--- src/rtl/ramb_arbiter.sv ---
// Round-robin arbiter sharing upper-RAM port B between the DCB DMA engine (m0) and the disk loader (m1).
// One access at a time, registered outputs; optional contention counter behind RAMB_ARB_STATS_EN.
module ramb_arbiter #(
  parameter int AW     = 15,
  parameter int RD_LAT = 1
) (
  input  logic          clk_i,
  input  logic          reset_n_i,
  input  logic [AW-1:0] m0_addr_i,
  input  logic          m0_wr_i,
  input  logic          m0_rd_i,
  input  logic [7:0]    m0_dout_i,
  output logic [7:0]    m0_din_o,
  output logic          m0_wr_ack_o,
  output logic          m0_rd_ack_o,
  input  logic [AW-1:0] m1_addr_i,
  input  logic          m1_wr_i,
  input  logic          m1_rd_i,
  input  logic [7:0]    m1_dout_i,
  output logic [7:0]    m1_din_o,
  output logic          m1_wr_ack_o,
  output logic          m1_rd_ack_o,
  output logic [AW-1:0] ramb_addr_o,
  output logic          ramb_wr_o,
  output logic [7:0]    ramb_dout_o,
  input  logic [7:0]    ramb_din_i,
  output logic          busy_o
`ifdef RAMB_ARB_STATS_EN
  ,
  output logic [15:0]   contention_cnt_o
`endif
);

  typedef enum logic [1:0] {S_IDLE, S_ISSUE, S_WAIT, S_ACK} state_t;

  localparam logic [1:0] LAT_LOAD = 2'(RD_LAT - 1);

  state_t        state_q, state_d;
  logic          last_grant_q, last_grant_d;
  logic          gnt_q, gnt_d;
  logic          op_wr_q, op_wr_d;
  logic [1:0]    lat_q, lat_d;
  logic [AW-1:0] ramb_addr_q, ramb_addr_d;
  logic [7:0]    ramb_dout_q, ramb_dout_d;
  logic          ramb_wr_q, ramb_wr_d;
  logic [7:0]    m0_din_q, m0_din_d, m1_din_q, m1_din_d;
  logic          m0_wr_ack_q, m0_wr_ack_d, m0_rd_ack_q, m0_rd_ack_d;
  logic          m1_wr_ack_q, m1_wr_ack_d, m1_rd_ack_q, m1_rd_ack_d;
  logic          busy_q, busy_d;
  logic          m0_req, m1_req, pick;
`ifdef RAMB_ARB_STATS_EN
  logic [15:0]   cont_q, cont_d;
`endif

  always_comb begin
    state_d      = state_q;
    last_grant_d = last_grant_q;
    gnt_d        = gnt_q;
    op_wr_d      = op_wr_q;
    lat_d        = lat_q;
    ramb_addr_d  = ramb_addr_q;
    ramb_dout_d  = ramb_dout_q;
    ramb_wr_d    = 1'b0;
    m0_din_d     = m0_din_q;
    m1_din_d     = m1_din_q;
    m0_wr_ack_d  = 1'b0;
    m0_rd_ack_d  = 1'b0;
    m1_wr_ack_d  = 1'b0;
    m1_rd_ack_d  = 1'b0;
`ifdef RAMB_ARB_STATS_EN
    cont_d       = cont_q;
`endif
    m0_req = m0_wr_i | m0_rd_i;
    m1_req = m1_wr_i | m1_rd_i;
    // Under contention the master that did not win last time goes next.
    pick   = (m0_req && m1_req) ? ~last_grant_q : m1_req;

    case (state_q)
      S_IDLE: begin
        if (m0_req || m1_req) begin
          gnt_d        = pick;
          last_grant_d = pick;
          op_wr_d      = pick ? m1_wr_i : m0_wr_i;
          ramb_addr_d  = pick ? m1_addr_i : m0_addr_i;
          ramb_dout_d  = pick ? m1_dout_i : m0_dout_i;
          ramb_wr_d    = pick ? m1_wr_i : m0_wr_i;
          state_d      = S_ISSUE;
`ifdef RAMB_ARB_STATS_EN
          if (m0_req && m1_req && cont_q != 16'hFFFF) cont_d = cont_q + 16'd1;
`endif
        end
      end
      S_ISSUE: begin
        if (op_wr_q) begin
          m0_wr_ack_d = ~gnt_q;
          m1_wr_ack_d = gnt_q;
          state_d     = S_ACK;
        end else begin
          lat_d   = LAT_LOAD;
          state_d = S_WAIT;
        end
      end
      S_WAIT: begin
        if (lat_q == 2'd0) begin
          if (gnt_q) m1_din_d = ramb_din_i;
          else       m0_din_d = ramb_din_i;
          m0_rd_ack_d = ~gnt_q;
          m1_rd_ack_d = gnt_q;
          state_d     = S_ACK;
        end else begin
          lat_d = lat_q - 2'd1;
        end
      end
      default: state_d = S_IDLE;
    endcase

    busy_d = (state_d != S_IDLE);
  end

  always_ff @(posedge clk_i or negedge reset_n_i) begin
    if (!reset_n_i) begin
      state_q      <= S_IDLE;
      last_grant_q <= 1'b1;
      gnt_q        <= 1'b0;
      op_wr_q      <= 1'b0;
      lat_q        <= 2'd0;
      ramb_addr_q  <= '0;
      ramb_dout_q  <= 8'd0;
      ramb_wr_q    <= 1'b0;
      m0_din_q     <= 8'd0;
      m1_din_q     <= 8'd0;
      m0_wr_ack_q  <= 1'b0;
      m0_rd_ack_q  <= 1'b0;
      m1_wr_ack_q  <= 1'b0;
      m1_rd_ack_q  <= 1'b0;
      busy_q       <= 1'b0;
`ifdef RAMB_ARB_STATS_EN
      cont_q       <= 16'd0;
`endif
    end else begin
      state_q      <= state_d;
      last_grant_q <= last_grant_d;
      gnt_q        <= gnt_d;
      op_wr_q      <= op_wr_d;
      lat_q        <= lat_d;
      ramb_addr_q  <= ramb_addr_d;
      ramb_dout_q  <= ramb_dout_d;
      ramb_wr_q    <= ramb_wr_d;
      m0_din_q     <= m0_din_d;
      m1_din_q     <= m1_din_d;
      m0_wr_ack_q  <= m0_wr_ack_d;
      m0_rd_ack_q  <= m0_rd_ack_d;
      m1_wr_ack_q  <= m1_wr_ack_d;
      m1_rd_ack_q  <= m1_rd_ack_d;
      busy_q       <= busy_d;
`ifdef RAMB_ARB_STATS_EN
      cont_q       <= cont_d;
`endif
    end
  end

  assign ramb_addr_o = ramb_addr_q;
  assign ramb_dout_o = ramb_dout_q;
  assign ramb_wr_o   = ramb_wr_q;
  assign m0_din_o    = m0_din_q;
  assign m1_din_o    = m1_din_q;
  assign m0_wr_ack_o = m0_wr_ack_q;
  assign m0_rd_ack_o = m0_rd_ack_q;
  assign m1_wr_ack_o = m1_wr_ack_q;
  assign m1_rd_ack_o = m1_rd_ack_q;
  assign busy_o      = busy_q;
`ifdef RAMB_ARB_STATS_EN
  assign contention_cnt_o = cont_q;
`endif

endmodule

--- config.mk ---
export PLATFORM = sky130hd
export DESIGN_NAME = ramb_arbiter
export DESIGN_NICKNAME = d
export VERILOG_FILES = /design/src/rtl/ramb_arbiter.sv
export SDC_FILE = /design/constraint.sdc
export NUM_CORES = 1
export LEC_CHECK = 0
export CELL_PAD_IN_SITES_DETAIL_PLACEMENT = 0
export CELL_PAD_IN_SITES_GLOBAL_PLACEMENT = 2
export CORE_UTILIZATION = 36
export DETAILED_ROUTE_END_ITERATION = 10
export DONT_BUFFER_PORTS = 1
export HOLD_SLACK_MARGIN = 0.08
export PLACE_DENSITY = 0.88
export SYNTH_ARGS = -nofsm -noshare
export SYNTH_HDL_FRONTEND = slang
export SYNTH_SLANG_ARGS = --single-unit
export TNS_END_PERCENT = 10
--- constraint.sdc ---
create_clock -name clk_i -period 2.1 [get_ports clk_i]
set_input_delay 0.42 -clock clk_i [delete_from_list [all_inputs] [get_ports clk_i]]
set_output_delay 0.42 -clock clk_i [all_outputs]
set_load 0.1 [all_outputs]
Word-level counts from Yosys, hierarchy flattened
Cells that the tools add are included.

Eq/ne operators: 4. Reduce and logical (&&, ||, !) cells: 10. Multiplexer cells: 21. Bitwise logic cells: 4. $add $sub $neg: 1.

Operators with widths (number): 2-to-1 mux 15 bit (1); 2-to-1 mux 1 bit (13); AND reduction 3 bit (3); 2-to-1 mux 2 bit (4); 2-to-1 mux 8 bit (1); one-hot mux 2 bit (3 select lines) (1); logical NOT 2 bit (2); != test 2 bit, second input constant (2); one-hot mux 2 bit (2 select lines) (1); nonzero test 2 bit (2); equality test 2 x 1 -> 1 bit, second input constant (1); equality test 2 bit, second input constant (1); NOT 1 bit (2); OR 1 bit (2); AND reduction 2 bit (1); subtractor 2 x 1 -> 2 bit, second input constant (1); logical AND 1 bit (1); logical OR 1 bit (1).

Flip-flop bits (word level): 52. Logic and storage cells: 55. Input bits: 60.

Logic depth before layout (Yosys ltp)
Gate-level depths: netlist of the first run.

Depth after elaboration: 6. Mapped depth: 7. Gate-level depth less buffers: 5.

Least setup slack after synthesis of the first run
No wires, ideal clock.

Path type: reg2reg. Start point: reg state_q[0]. End point: reg m0_din_q[0] (netlist: m0_din_o[0]). Path buffers: 1. Required time: 1.974 ns. Arrival: 1.403 ns. Cell stages (with the launch flop): 6. Setup slack: 0.572 ns. Cells stage by stage: dfrtp_1 > inv_1 > ha_1 > clkbuf_1 > nand3b_1 > mux2_2.

Cells in the longest elaborated chain, start to end: 2.

Ends and longest elaborated chain: start, declared (line 38) `state_t state_q, state_d;`; start signal, assigned (line 141) `state_q <= state_d;`; equality test 2 bit (line 78) `case (state_q)`; AND reduction 3 bit (no line); end signal, assigned (line 149) `m0_din_q <= m0_din_d;`; end, declared (line 46) `logic [7:0] m0_din_q, m0_din_d, m1_din_q, m1_din_d;`.

Every way passes these cells. A chain may end at the register's enable or synchronous reset.

Worst setup path after layout of the first run
Start point: reg state_q[0]. End point: reg m0_din_q[2] (netlist: m0_din_o[2]).

The elaborated chain is that of the path after synthesis.

==> flow_summary.yaml, run 1 <==
cts:
  htreeDepth: 2
  path_clk_slew_ps: 100
  cts_tree: "built"
  clkLatencyLatePin_ps: 310
  cts_sinks: 52
  numCtsBuffers: 5
  clockBufferDepth: 2
  cts_resized: 0
  clockRootBuffer: "clkbuf_8"
  post_cts_buffers: 0
  postCtsHoldBufs: 2
synth:
  synthSimpleGateAreaFrac: 0.0726
  synth-edff-count: 0
  yosysSeqAreaShare: 0.552
  async_reset_ff_frac: 1.00
  synth_seq_cells: 52
  synth_top_family_by_area: "compound AO/OA/AOI/OAI gates"
  synth_cells: 220
  ys.flop_type: "dfrtp_1"
  synth_nets: 285
  muxShareOfSynthArea: 0.0764
  synth_compound_area_frac: 0.215
  synth.avg_cell_area_um2: 10.7
  synth_xor_area_frac: 0
  synth.distinct_cells: 34
  yosysWarnings: 0
  syn_area_mm2: 0.00236
  synthAdderAreaFrac: 0.0265
sta:
  grt_setup_unrepaired: "no"
  fmax_mhz: 597
  hold_viol: 0
  fin_crit_ps: 1680
  finalSetupViolCount: 0
  clock_skew_ps: 8.24
  period_share: 0.798
  max_slew_margin: 0.397
  tns_ps: 0
  slew_viol_final: 0
  holdWs_ps: 250
  worst_pin_slew_ps: 905
drt:
  first_pass_iters: 4
  route.detailed.drc: 0
  drtIter0Drc: 87
  drt_wl_total_mm: 5.65
  avgRoutedWirePerCell_um: 17.3
  num_vias: 1819
  ant_nets: 0
  vias_per_cell: 5.58
placed_design:
  io_buffer_count: 0
  placed_cell_area_mm2: 0.00264
  hpwl_mm: 3.79
  gp_congestion: 0.717
worst_setup_path:
  path_class: "reg -> reg"
  required_ps: 2300
  r2r-start: "state_q[0]"
  crit_path_start: "state_q[0]"
  ff2ff_path_depth: 4
  crit_fanout: 9
  worst_r2r_endpoint: "m0_din_o[2]"
  cp-endpoint: "m0_din_o[2]"
  start_kind: "register"
  reg2reg_slack_ps: 420
  end_kind: "register"
  arrival_ps: 1870
global_route:
  first_global_vias: 1918
  grt_start_max_net_pins: 53
  antenna_found_initial: 0
  grt_pass1_wl_mm: 9.60
  grt_use_total: 0.175
  grt_overflow: 0
floorplanning:
  row_count: 29
  core-area_mm2: 0.00635
  io_pins: 105
  dieArea_mm2: 0.00688
  die_height_um: 83.0
  die_width_um: 83.0
  start_util: 0.372
outcome:
  status: "finished clean"
layout:
  n_antenna_cell: 0
  drive_above_1_share: 0.257
  nets: 313
  post-route-cell-area_mm2: 0.00277
  syn2layout_area_growth_pct: 17.3
min_path:
  hold_class: "in -> reg"
flow_run:
  max_cap_viol_count: 0
[cell usage after synthesis, drive strengths merged, types with 2 or more instances]
| master | number | share of area |
|---|---|---|
| a21oi | 26 | 0.055 |
| a31oi | 23 | 0.061 |
| a32o | 2 | 0.0085 |
| buf | 7 | 0.032 |
| clkbuf | 9 | 0.014 |
| dfrtp | 51 | 0.54 |
| ha | 5 | 0.027 |
| inv | 7 | 0.011 |
| mux2 | 16 | 0.076 |
| nand2 | 3 | 0.0048 |
| nor2 | 25 | 0.040 |
| o21ai | 26 | 0.055 |
| or2 | 2 | 0.0053 |
[final cells by class]
class,instances,area [um2]
Clock buffer,5,68.8
Sequential cell,52,1300
Inverter,7,26.3
Timing Repair Buffer,37,313
Multi-Input combinational cell,145,937
Clock inverter,3,25.0
Fill cell,603,3580
Tap cell,77,96.3
[worst max-delay path, cell delays in order, from the launching register on]
cell      delay, ps
dfrtp_1         430
inv_1            90
ha_1            260
nand3b_1        380
mux2_2          410
[through the flow]
stage	worst slack, ps	util	cells
2_1_floorplan	572	-	220
3_3_place_gp	464	0.415	316
3_5_place_dp	385	0.415	316
4_1_cts	372	0.436	326
5_1_grt	257	0.436	326
6_report	425	0.436	326
[worst min path at each step]
stage / from / end / slack, ps / cells after the start
after floorplan: reset_n_i / busy_o / 120 / 0
after global placement: reset_n_i / ramb_addr_o[4] / 130 / 0
after detailed placement: reset_n_i / ramb_addr_o[7] / 130 / 0
after CTS: m0_dout_i[4] / ramb_dout_o[4] / 240 / 2
after global routing: ramb_din_i[6] / m1_din_o[6] / 230 / 1
final: m0_dout_i[4] / ramb_dout_o[4] / 250 / 2
[cells by family (layout without fill, tap and decap cells)]
group	count (synthesis)	in the layout
buffers and inverters	23	52
and+or+nand+nor	38	38
muxes	16	16
adders and majority gates	5	5
AOI/OAI and AO/OA	86	86
DFF	52	52
[state kept, by name, summed over array words and instances (netlist names)]
signal and count:
m0_rd_ack_o 1, busy_o 1, last_grant_q 1, ramb_wr_o 1, lat_q 2, m1_din_o 8, m0_din_o 8, ramb_addr_o 15
ramb_dout_o 8, m1_rd_ack_o 1, state_q 2, gnt_q 1, m1_wr_ack_o 1, op_wr_q 1, m0_wr_ack_o 1
[routing by layer]
layer	vias to the layer above	part of all wire	global-route usage
met5	-	0	0
met4	0	0.011	0.0423
met3	7	0.074	0.0447
met2	78	0.48	0.304
met1	888	0.43	0.218
li1	846	-	-
[cells in the final DEF, fill, tap and decap left out, types with 2 or more instances in the layout]
master,netlist,layout
a21oi_1,26,26
a31oi_1,23,23
a32o_1,2,2
buf_4,1,34
clkbuf_8,0,5
dfrtp_1,51,51
ha_1,5,5
inv_1,7,7
inv_6,0,2
mux2_2,16,16
nand2_1,3,3
nor2_1,25,25
o21ai_0,25,25
Power of run 1 is left out: the tool's default activity adds up to more than one toggle a clock period on the data nets, which glitch-free logic cannot reach.
==> run 2: changes to the inputs <==
--- a/config.mk
+++ b/config.mk
@@ -7,11 +7,11 @@
 export LEC_CHECK = 0
 export CELL_PAD_IN_SITES_DETAIL_PLACEMENT = 0
 export CELL_PAD_IN_SITES_GLOBAL_PLACEMENT = 2
-export CORE_UTILIZATION = 36
+export CORE_UTILIZATION = 33
 export DETAILED_ROUTE_END_ITERATION = 10
 export DONT_BUFFER_PORTS = 1
 export HOLD_SLACK_MARGIN = 0.08
-export PLACE_DENSITY = 0.88
+export PLACE_DENSITY = 0.85
 export SYNTH_ARGS = -nofsm -noshare
 export SYNTH_HDL_FRONTEND = slang
 export SYNTH_SLANG_ARGS = --single-unit
==> constraint.sdc (replaced) <==
create_clock -name clk_i -period 1.4 [get_ports clk_i]
set_input_delay 0.28 -clock clk_i [delete_from_list [all_inputs] [get_ports clk_i]]
set_output_delay 0.28 -clock clk_i [all_outputs]
set_load 0.1 [all_outputs]
==> run 2 against run 1 <==
The flow now finishes with violations (negative hold slack); sequential share of layout area down 8.6 points; non-clock buffer count up 28; flip-flop and latch count did not move; clock skew grew 1.3 ps; maximum frequency up 21%; count of clock-buffer cells in the layout is 2 higher; routed wire length increased by 13%; global-route usage fell by 1.3 points; final area increased by 23%; critical path depth grew 3; critical endpoint is now ramb_addr_o[11]; largest cell class unchanged.
==> flow_summary.yaml, run 2 (synthesis gave the netlist of run 1 again) <==
worst_setup_path:
  critical_path.slowest_cell: "dfrtp_1"
  reg2reg_slack_ps: 10
  start_kind: "register"
  critPathMaxStageDelay_ps: 440
  cp_top_family: "flip-flops"
  ff2ff_path_depth: 7
  crit_path_start: "state_q[1]"
  cp_num_buf_inv: 3
  end_kind: "register"
  path_class: "reg -> reg"
  r2r-start: "state_q[1]"
  arrival_ps: 1610
  worst-path-stages: 7
  required_ps: 1620
  worst_r2r_endpoint: "ramb_addr_o[11]"
  path_cells: "inv_2 -> ha_4 -> o41a_1 -> buf_6 -> buf_6 -> nor2_1 -> a21oi_1"
  crit_fanout: 6
  crit_top_cell: "buf_6"
  cp-endpoint: "ramb_addr_o[11]"
outcome:
  violations: "negative hold slack"
  status: "complete, but fails checks"
layout:
  final_cell_mix: "dfrtp_1, buf_4, o21ai_0, a21oi_1, mux2_2"
  seq_area_mm2: 0.00130
  n_antenna_cell: 0
  layout.cells.non_filler: 373
  syn2layout_area_growth_pct: 43.7
  nFillCells: 631
  largest_register_ff_count: 15
  final_common_cell: "dfrtp_1"
  multi_input_area_mm2: 0.00115
  nets: 341
  drive_above_1_share: 0.502
drt:
  num_vias: 1914
  first_pass_iters: 4
  drtIter0Drc: 101
  avgRoutedWirePerCell_um: 17.1
  vias_per_cell: 5.13
  ant_nets: 0
  route.detailed.drc: 0
  drt_wl_total_mm: 6.38
cts:
  htreeDepth: 2
  clockRootBuffer: "clkbuf_8"
  path_clk_slew_ps: 100
  clkLatencyLatePin_ps: 300
  cts_tree: "built"
  numCtsBuffers: 5
  cts_sinks: 52
  clockBufferDepth: 2
floorplanning:
  start_util: 0.344
  die_height_um: 86.6
  io_pins: 105
  row_count: 30
  die_width_um: 86.6
  core-area_mm2: 0.00687
  dieArea_mm2: 0.00749
sta:
  finalSetupViolCount: 0
  holdWs_ps: -333
  fmax_mhz: 722
  max_slew_margin: 0.566
  fin_crit_ps: 1390
  worst_pin_slew_ps: 651
  clock_skew_ps: 9.53
  slew_viol_final: 0
  hold_viol: 52
  grt_setup_unrepaired: "yes"
  period_share: 0.990
min_path:
  hold_class: "in -> async"
placed_design:
  placed_cells: 361
  io_buffer_count: 0
  hpwl_mm: 4.27
  gp_congestion: 0.768
global_route:
  first_global_vias: 1945
  grt_use_total: 0.162
  grt_start_max_net_pins: 53
  grt_overflow: 0
  antenna_found_initial: 0
  grt_pass1_wl_mm: 9.38
flow_run:
  max_cap_viol_count: 0
==> run 2: changes by cell type in the layout (fill, tap and decap cells not counted), moves of 13 or more <==
| cell | delta |
|---|---|
| nor2_2 | +13 |
| buf_12 | +13 |
| nor2_1 | -13 |
| a31oi_2 | +13 |
| a31oi_1 | -13 |
==> run 2: per-layer routing <==
| metal | global-route usage | share of wire | wire length, um | up-vias |
|---|---|---|---|---|
| met5 | 0 | 0 | 0 | - |
| met4 | 0.0379 | 0.0047 | 30 | 0 |
| met3 | 0.0543 | 0.085 | 542 | 4 |
| met2 | 0.271 | 0.50 | 3170 | 85 |
| met1 | 0.204 | 0.41 | 2640 | 922 |
| li1 | - | - | - | 903 |
==> run 2: worst min path at each step <==
stage                     endpoint  slack [ps]  cells after the start
finish              ramb_dout_o[5]        -330                      0
global route           m0_din_o[1]        -370                      0
CTS                 ramb_dout_o[3]        -340                      0
detailed placement     m0_din_o[1]         -10                      0
global placement       m0_din_o[7]         -10                      0
floorplan                   busy_o         -20                      0
==> run 2: through the flow <==
stage,setup WS [ps],TNS [ps],utilization,hold slack (ps),cell area [um2]
after floorplan,-120,-3220,-,-15.6,2370
after global placement,-9.61,-64.7,0.440,-14.0,3020
after detailed placement,-95.6,-1960,0.440,-14.2,3020
after CTS,-44.2,-277,0.457,-344,3140
after global routing,-55.8,-918,0.494,-367,3390
final,14.4,0,0.494,-333,3390
==> run 2: area by class of cell <==
class,instances,area share
Inverter,7,0.00775
Tap cell,96,0.0354
Clock buffer,7,0.0255
Clock inverter,1,0.00221
Sequential cell,52,0.384
Timing Repair Buffer,65,0.205
Multi-Input combinational cell,145,0.340
==> run 2: timing repair <==
item,in CTS,in global routing
gates resized for setup,5,59
cloned,0,2
hold endpoints to repair,52,52
buffers inserted,0,2
pin swaps,0,2
endpoints found under the setup margin,43,43
Power of run 2 is left out for the same reason.
